**config.mk**
```make
export PLATFORM = sky130hd
export DESIGN_NAME = uart_tx_drain
export DESIGN_NICKNAME = d
export VERILOG_FILES = /design/src/rtl/uart_pkg.sv /design/src/rtl/uart_baud_gen.sv /design/src/rtl/uart_tx_drain.sv
export SDC_FILE = /design/constraint.sdc
export NUM_CORES = 1
export LEC_CHECK = 0
export ABC_AREA = 1
export CAP_MARGIN = 20
export CORE_MARGIN = 10
export CORE_UTILIZATION = 40
export DETAILED_ROUTE_END_ITERATION = 10
export HOLD_SLACK_MARGIN = 0.02
export PLACE_DENSITY = 0.58
export SYNTH_ARGS = -nofsm -noshare
export SYNTH_HDL_FRONTEND = slang
export SYNTH_SLANG_ARGS = --single-unit
```
**constraint.sdc**
```tcl
create_clock -name r_clk -period 1.9 [get_ports r_clk]
set_input_delay 0.38 -clock r_clk [delete_from_list [all_inputs] [get_ports r_clk]]
set_output_delay 0.38 -clock r_clk [all_outputs]
set_load 0.005 [all_outputs]
```
**src/rtl/uart_pkg.sv**
```systemverilog
`default_nettype none
// ============================================================================
//  Module   : uart_pkg
//  Purpose  : Shared types and defaults for the UART transmit/receive blocks.
//             Holds the transmitter state encoding and default frame sizing.
//  Revision : 1.0 - initial release
// ============================================================================
package uart_pkg;

   typedef enum logic [2:0] {
      IDLE   = 3'd0,
      FETCH  = 3'd1,
      START  = 3'd2,
      DATA   = 3'd3,
      PARITY = 3'd4,
      STOP   = 3'd5
   } tx_state_t;

   localparam int DATA_WIDTH_DEF   = 8;
   localparam int CLKS_PER_BIT_DEF = 16;

endpackage : uart_pkg
`default_nettype wire

```
**src/rtl/uart_baud_gen.sv**
```systemverilog
`default_nettype none
// ============================================================================
//  Module   : uart_baud_gen
//  Purpose  : Bit-period timer. Counts 0..CLKS_PER_BIT-1 and wraps; bit_done
//             pulses on the last cycle of every bit period.
//  Ports    : r_clk    - clock (rising edge)
//             r_rst    - synchronous active-high reset
//             clr      - holds the counter at zero (aligns the next period)
//             bit_done - one-cycle pulse on the final cycle of a bit
//  Revision : 1.0 - initial release
// ============================================================================
module uart_baud_gen #(
   parameter int CLKS_PER_BIT = 16
) (
   input  logic r_clk,
   input  logic r_rst,
   input  logic clr,
   output logic bit_done
);

   // At least one bit so CLKS_PER_BIT=1 still has a legal counter; it then
   // sits at zero and bit_done is permanently high.
   localparam int CNT_W = (CLKS_PER_BIT > 1) ? $clog2(CLKS_PER_BIT) : 1;
   localparam logic [CNT_W-1:0] CNT_LAST = CNT_W'(CLKS_PER_BIT - 1);

   logic [CNT_W-1:0] cnt_q;
   logic [CNT_W-1:0] cnt_d;

   assign bit_done = (cnt_q == CNT_LAST);

   always_comb begin
      cnt_d = cnt_q;
      if (clr || bit_done) begin
         cnt_d = '0;
      end else begin
         cnt_d = cnt_q + CNT_W'(1);
      end
   end

   always_ff @(posedge r_clk) begin
      if (r_rst) begin
         cnt_q <= '0;
      end else begin
         cnt_q <= cnt_d;
      end
   end

endmodule : uart_baud_gen
`default_nettype wire

```
**src/rtl/uart_tx_drain.sv**
```systemverilog
`default_nettype none
// ============================================================================
//  Module   : uart_tx_drain
//  Purpose  : Read-side consumer of the async FIFO. Pops a word whenever the
//             FIFO is not empty and the transmitter is idle, then sends it as
//             a UART frame: start bit, LSB-first data, optional parity, stop.
//  Ports    : r_clk  - read-domain clock (rising edge)
//             r_rst  - synchronous active-high reset
//             empty  - FIFO empty flag (r_clk domain)
//             rdata  - FIFO read data, valid the cycle after r_en
//             r_en   - FIFO pop strobe, one cycle per word
//             tx     - registered serial line, idles high
//             busy   - high whenever a word is being fetched or sent
//  Revision : 1.0 - initial release
// ============================================================================
module uart_tx_drain
   import uart_pkg::*;
#(
   parameter int DATA_WIDTH   = DATA_WIDTH_DEF,
   parameter int CLKS_PER_BIT = CLKS_PER_BIT_DEF,
   parameter int PARITY_EN    = 0,
   parameter int PARITY_ODD   = 0,
   parameter int STOP_BITS    = 1
) (
   input  logic                  r_clk,
   input  logic                  r_rst,
   input  logic                  empty,
   input  logic [DATA_WIDTH-1:0] rdata,
   output logic                  r_en,
   output logic                  tx,
   output logic                  busy
);

   localparam int BIT_CNT_W = $clog2(DATA_WIDTH + 1);
   localparam logic [BIT_CNT_W-1:0] LAST_DATA_BIT = BIT_CNT_W'(DATA_WIDTH - 1);
   localparam logic [BIT_CNT_W-1:0] LAST_STOP_BIT = BIT_CNT_W'(STOP_BITS - 1);
   localparam logic PARITY_INV = 1'(PARITY_ODD);

   tx_state_t             state_q, state_d;
   logic [DATA_WIDTH-1:0] shift_q, shift_d;
   logic                  parity_q, parity_d;
   logic [BIT_CNT_W-1:0]  bit_cnt_q, bit_cnt_d;
   logic                  tx_q, tx_d;
   logic                  baud_clr;
   logic                  bit_done;

   // Reset gates the pop so no word is consumed while reset is held.
   assign r_en = (state_q == IDLE) && !empty && !r_rst;
   assign busy = (state_q != IDLE);
   assign tx   = tx_q;

   // Holding the timer clear through IDLE/FETCH makes the start bit begin a
   // fresh bit period.
   assign baud_clr = (state_q == IDLE) || (state_q == FETCH);

   uart_baud_gen #(
      .CLKS_PER_BIT (CLKS_PER_BIT)
   ) u_baud_gen (
      .r_clk    (r_clk),
      .r_rst    (r_rst),
      .clr      (baud_clr),
      .bit_done (bit_done)
   );

   always_comb begin
      state_d   = state_q;
      shift_d   = shift_q;
      parity_d  = parity_q;
      bit_cnt_d = bit_cnt_q;

      unique case (state_q)
         IDLE: begin
            if (r_en) begin
               state_d = FETCH;
            end
         end
         FETCH: begin
            shift_d   = rdata;
            parity_d  = 1'b0;
            bit_cnt_d = '0;
            state_d   = START;
         end
         START: begin
            if (bit_done) begin
               state_d = DATA;
            end
         end
         DATA: begin
            if (bit_done) begin
               shift_d  = shift_q >> 1;
               parity_d = parity_q ^ shift_q[0];
               if (bit_cnt_q == LAST_DATA_BIT) begin
                  // Counter is reused to count stop bits.
                  bit_cnt_d = '0;
                  state_d   = (PARITY_EN != 0) ? PARITY : STOP;
               end else begin
                  bit_cnt_d = bit_cnt_q + BIT_CNT_W'(1);
               end
            end
         end
         PARITY: begin
            if (bit_done) begin
               state_d = STOP;
            end
         end
         STOP: begin
            if (bit_done) begin
               if (bit_cnt_q == LAST_STOP_BIT) begin
                  state_d = IDLE;
               end else begin
                  bit_cnt_d = bit_cnt_q + BIT_CNT_W'(1);
               end
            end
         end
         default: begin
            state_d = IDLE;
         end
      endcase

      // Line level is derived from the next state so the registered tx lines
      // up cycle-for-cycle with the state register.
      case (state_d)
         START:   tx_d = 1'b0;
         DATA:    tx_d = shift_d[0];
         PARITY:  tx_d = parity_d ^ PARITY_INV;
         default: tx_d = 1'b1;
      endcase
   end

   always_ff @(posedge r_clk) begin
      if (r_rst) begin
         state_q   <= IDLE;
         shift_q   <= '0;
         parity_q  <= 1'b0;
         bit_cnt_q <= '0;
         tx_q      <= 1'b1;
      end else begin
         state_q   <= state_d;
         shift_q   <= shift_d;
         parity_q  <= parity_d;
         bit_cnt_q <= bit_cnt_d;
         tx_q      <= tx_d;
      end
   end

endmodule : uart_tx_drain
`default_nettype wire

```
==> metrics.md <==
| Metric | Value |
|---|---|
| Status | finished, final reports clean |
| H-tree depth | 1 |
| CTS Buf Count | 3 |
| Post-synth EDFFs | 0 |
| Initial antenna violation count | 0 |
| DP HPWL | 1.687 mm |
| Worst-path maximum fanout | 5 |
| Clock tree buffer depth | 2 |
| Post-CTS setup buffer count | 0 |
| WL/cell | 10.97 um |
| Ys flop type | dfxtp_1 |
| Final GP Congestion | between 0.7 and 0.8 |
| Req. time, crit path | 1520 ps |
| Syn nets | 166 |
| Simple-gate share of the synthesized area | 35.01% |
| Yosys reg bits | 21 |
| GR Overflow Total | 0 |
| CTS tree | yes |
| Final std cells w/o fill | 200 |
| Slew @ Worst Pin | 361.9 ps |
| Layout area overhead | 19.84% |
| Clock root buffer | clkbuf_4 |
| # DRC | 0 |
| Iter 0 DRT Violations | 92 |
| Post-Route Setup TNS | 0 ps |
| Clk sink count | 21 |
| Detail Route Antenna Nets | 0 |
| Finish-stage setup viols | 0 |
| CP Launch Type | flop |
| Num ports | 14 |
| Total core area | 2522 um^2 |
| YS warnings | 0 |
| Rows | 18 |
| Post-Synth Adder-Cell Area | 3.501% |
| Final Power | 785.1 uW |
| ANT cells | 0 |
| CTS clk-pin slew, worst paths | 110 ps |
| Fmax achieved | 0.5719 GHz |
| Int Pwr | 589.6 uW |
| Largest net degree at the start of global routing | 12 |
| Final hold vios | 0 |
| Netlist cell types | 24 |
| Compound-Gate Fraction of Synth Area | between 10% and 20% |
| CP endpoint kind | output port |
| MaxCap Viol Count | 0 |
| Final max-slew violation count | 0 |
| Register area share after synthesis | 39.21% |
| Die height | 71.78 um |
| Crit Path Class | flop to output port |
| Clock share of power | 27.0% |
| Count of mapped cells out of synthesis | 152 |
| Number of global-route vias before repair | approximately 900 |
| Global-route wire length before repair | roughly 3.8 mm |
| Fin nets | 185 |
| Synthesized area | 1072 um^2 |
| Post-synth ARST share | 0% |
| Reg power frac | 59.2% |
| RSZ-0062 raised after global routing | false |
| NetSw | 195.5 uW |
| Clock latency on the worst-skew pair | 290 ps |
| Period minus WS final | around 1700 ps |
| Vias | 974 |
| Leading cell type in the layout, fill and taps excluded | nand2_1 |
| Largest family of logic cells by synthesized area | simple AND/OR/NAND/NOR gates |
| Period utilisation layout | 92.03% |
| Setup Skew | 2.237 ps |
| Port bufs | 13 |
| CP arrival | around 1400 ps |
| Most frequent cells in the layout | 41 x nand2_1, 18 x dfxtp_1, 16 x inv_1, 15 x nor2_1, 14 x nand3_1 |
| Post-synth top area cell | dfxtp_1 |
| Placed cell area | 1251 um^2 |
| Static Leak | 0.0005477 uW |
| Final hold slack | 450.9 ps |
| Detailed Route WL | between 2 and 2.5 mm |
| Via-per-instance ratio | 4.870 |
| Post-route design area | 1285 um^2 |
| Xor-xnor portion of the synthesized cell area | 0.8168% |
| Total track usage | 8.635% |
| Die footprint | 5152 um^2 |
| Starting Density | 42.51% |
| Pre-Repair DR Iteration Count | 4 |
| Worst vdd ir | 463.9 uV |
| Leading post-synthesis cells by cell area | dfxtp_1 39%, nand2_1 14%, nand3_1 6.5% |
| Switching share of power | 24.90% |
| Power per cell area | 611.0 nW/um^2 |
| Top-area cell type share of the netlist area | 39.21% |
| Syn avg cell area | 7.054 um^2 |
| DP Cell Count | about 200 |
| CTS Hold Buffers Added | 0 |
| Slew HR | around three quarters |
| Die X | ~72 um |
| Share of layout cells above drive strength 1 | 12.94% |
| HP Class | flop to flop |
| Post-synthesis mux area share | 0% |
| Comb pwr share | 13.8% |
[power by group through the flow]
stage	clock network (uW)	logic, uW	registers, uW
finish	212	108	465
CTS	227	109	464
floorplan	0	63.0	472
detailed placement	0	109	474
global placement	0	108	473
global route	248	122	467
[stage by stage]
step,util [%],setup slack [ps]
2_1_floorplan,-,549.9
3_3_place_gp,49.60,-22.30
3_5_place_dp,49.60,-47.34
4_1_cts,50.79,25.08
5_1_grt,50.94,53.23
6_report,50.94,151.4
[cell type report]
cell class / instances / area, um^2
Tap cell: 30 / 37.54
Fill cell: 271 / 1237
Clock buffer: 4 / 26.28
Sequential cell: 21 / 424.2
Inverter: 22 / 87.58
Multi-Input combinational cell: 108 / 565.5
Timing Repair Buffer: 15 / 143.9
[metal layers]
layer / track usage, % / up-vias / wire, um
met5: 0 / - / 0
met4: 2.581 / 0 / 13
met3: 2.617 / 2 / 84
met2: 12.65 / 14 / 935
met1: 11.72 / 430 / 1160
li1: - / 528 / -
[cells in the mapped netlist, drive strengths merged, types with 2 or more instances]
cell type,instances
o21ai,3
nand2,44
dfxtp,21
inv,21
nand4,2
nor2,19
ha,3
a22oi,6
nand3,14
a21oi,12
[worst paths after layout]
| kind | startpoint | cells after the start | to | slack [ps] |
|---|---|---|---|---|
| max | state_q[0] | 3 | busy | 150 |
| max reg2reg | u_baud_gen.cnt_q[0] | 10 | tx | 290 |
| min | u_baud_gen.cnt_q[0] | 1 | u_baud_gen.cnt_q[0] | 450 |
| min reg2reg | u_baud_gen.cnt_q[0] | 1 | u_baud_gen.cnt_q[0] | 450 |
[worst max-delay path, stage by stage, from the launching register on]
cell and delay (ps):
dfxtp_2 410, inv_1 100, nand2_1 70, clkdlybuf4s50_1 500
[flip-flops by register name, indices dropped and copies added, names as in the netlist]
register and cells:
bit_cnt_q 4, parity_q 1, shift_q 8, state_q 3
tx 1, u_baud_gen.cnt_q 4
[what timing repair did]
item | in CTS | in global routing
endpoints found under the setup margin | 1 | 1
gates resized for setup | 2 | 3
hold endpoints to repair | 0 | 0
[cell families after synthesis]
group / after synthesis
AO/OA/AOI/OAI: 22
XOR/XNOR: 1
adder cells (fa/ha/maj): 3
buffers and inverters: 23
flip-flops: 21
AND/OR/NAND/NOR: 82
(Power assumes the default switching activity.)
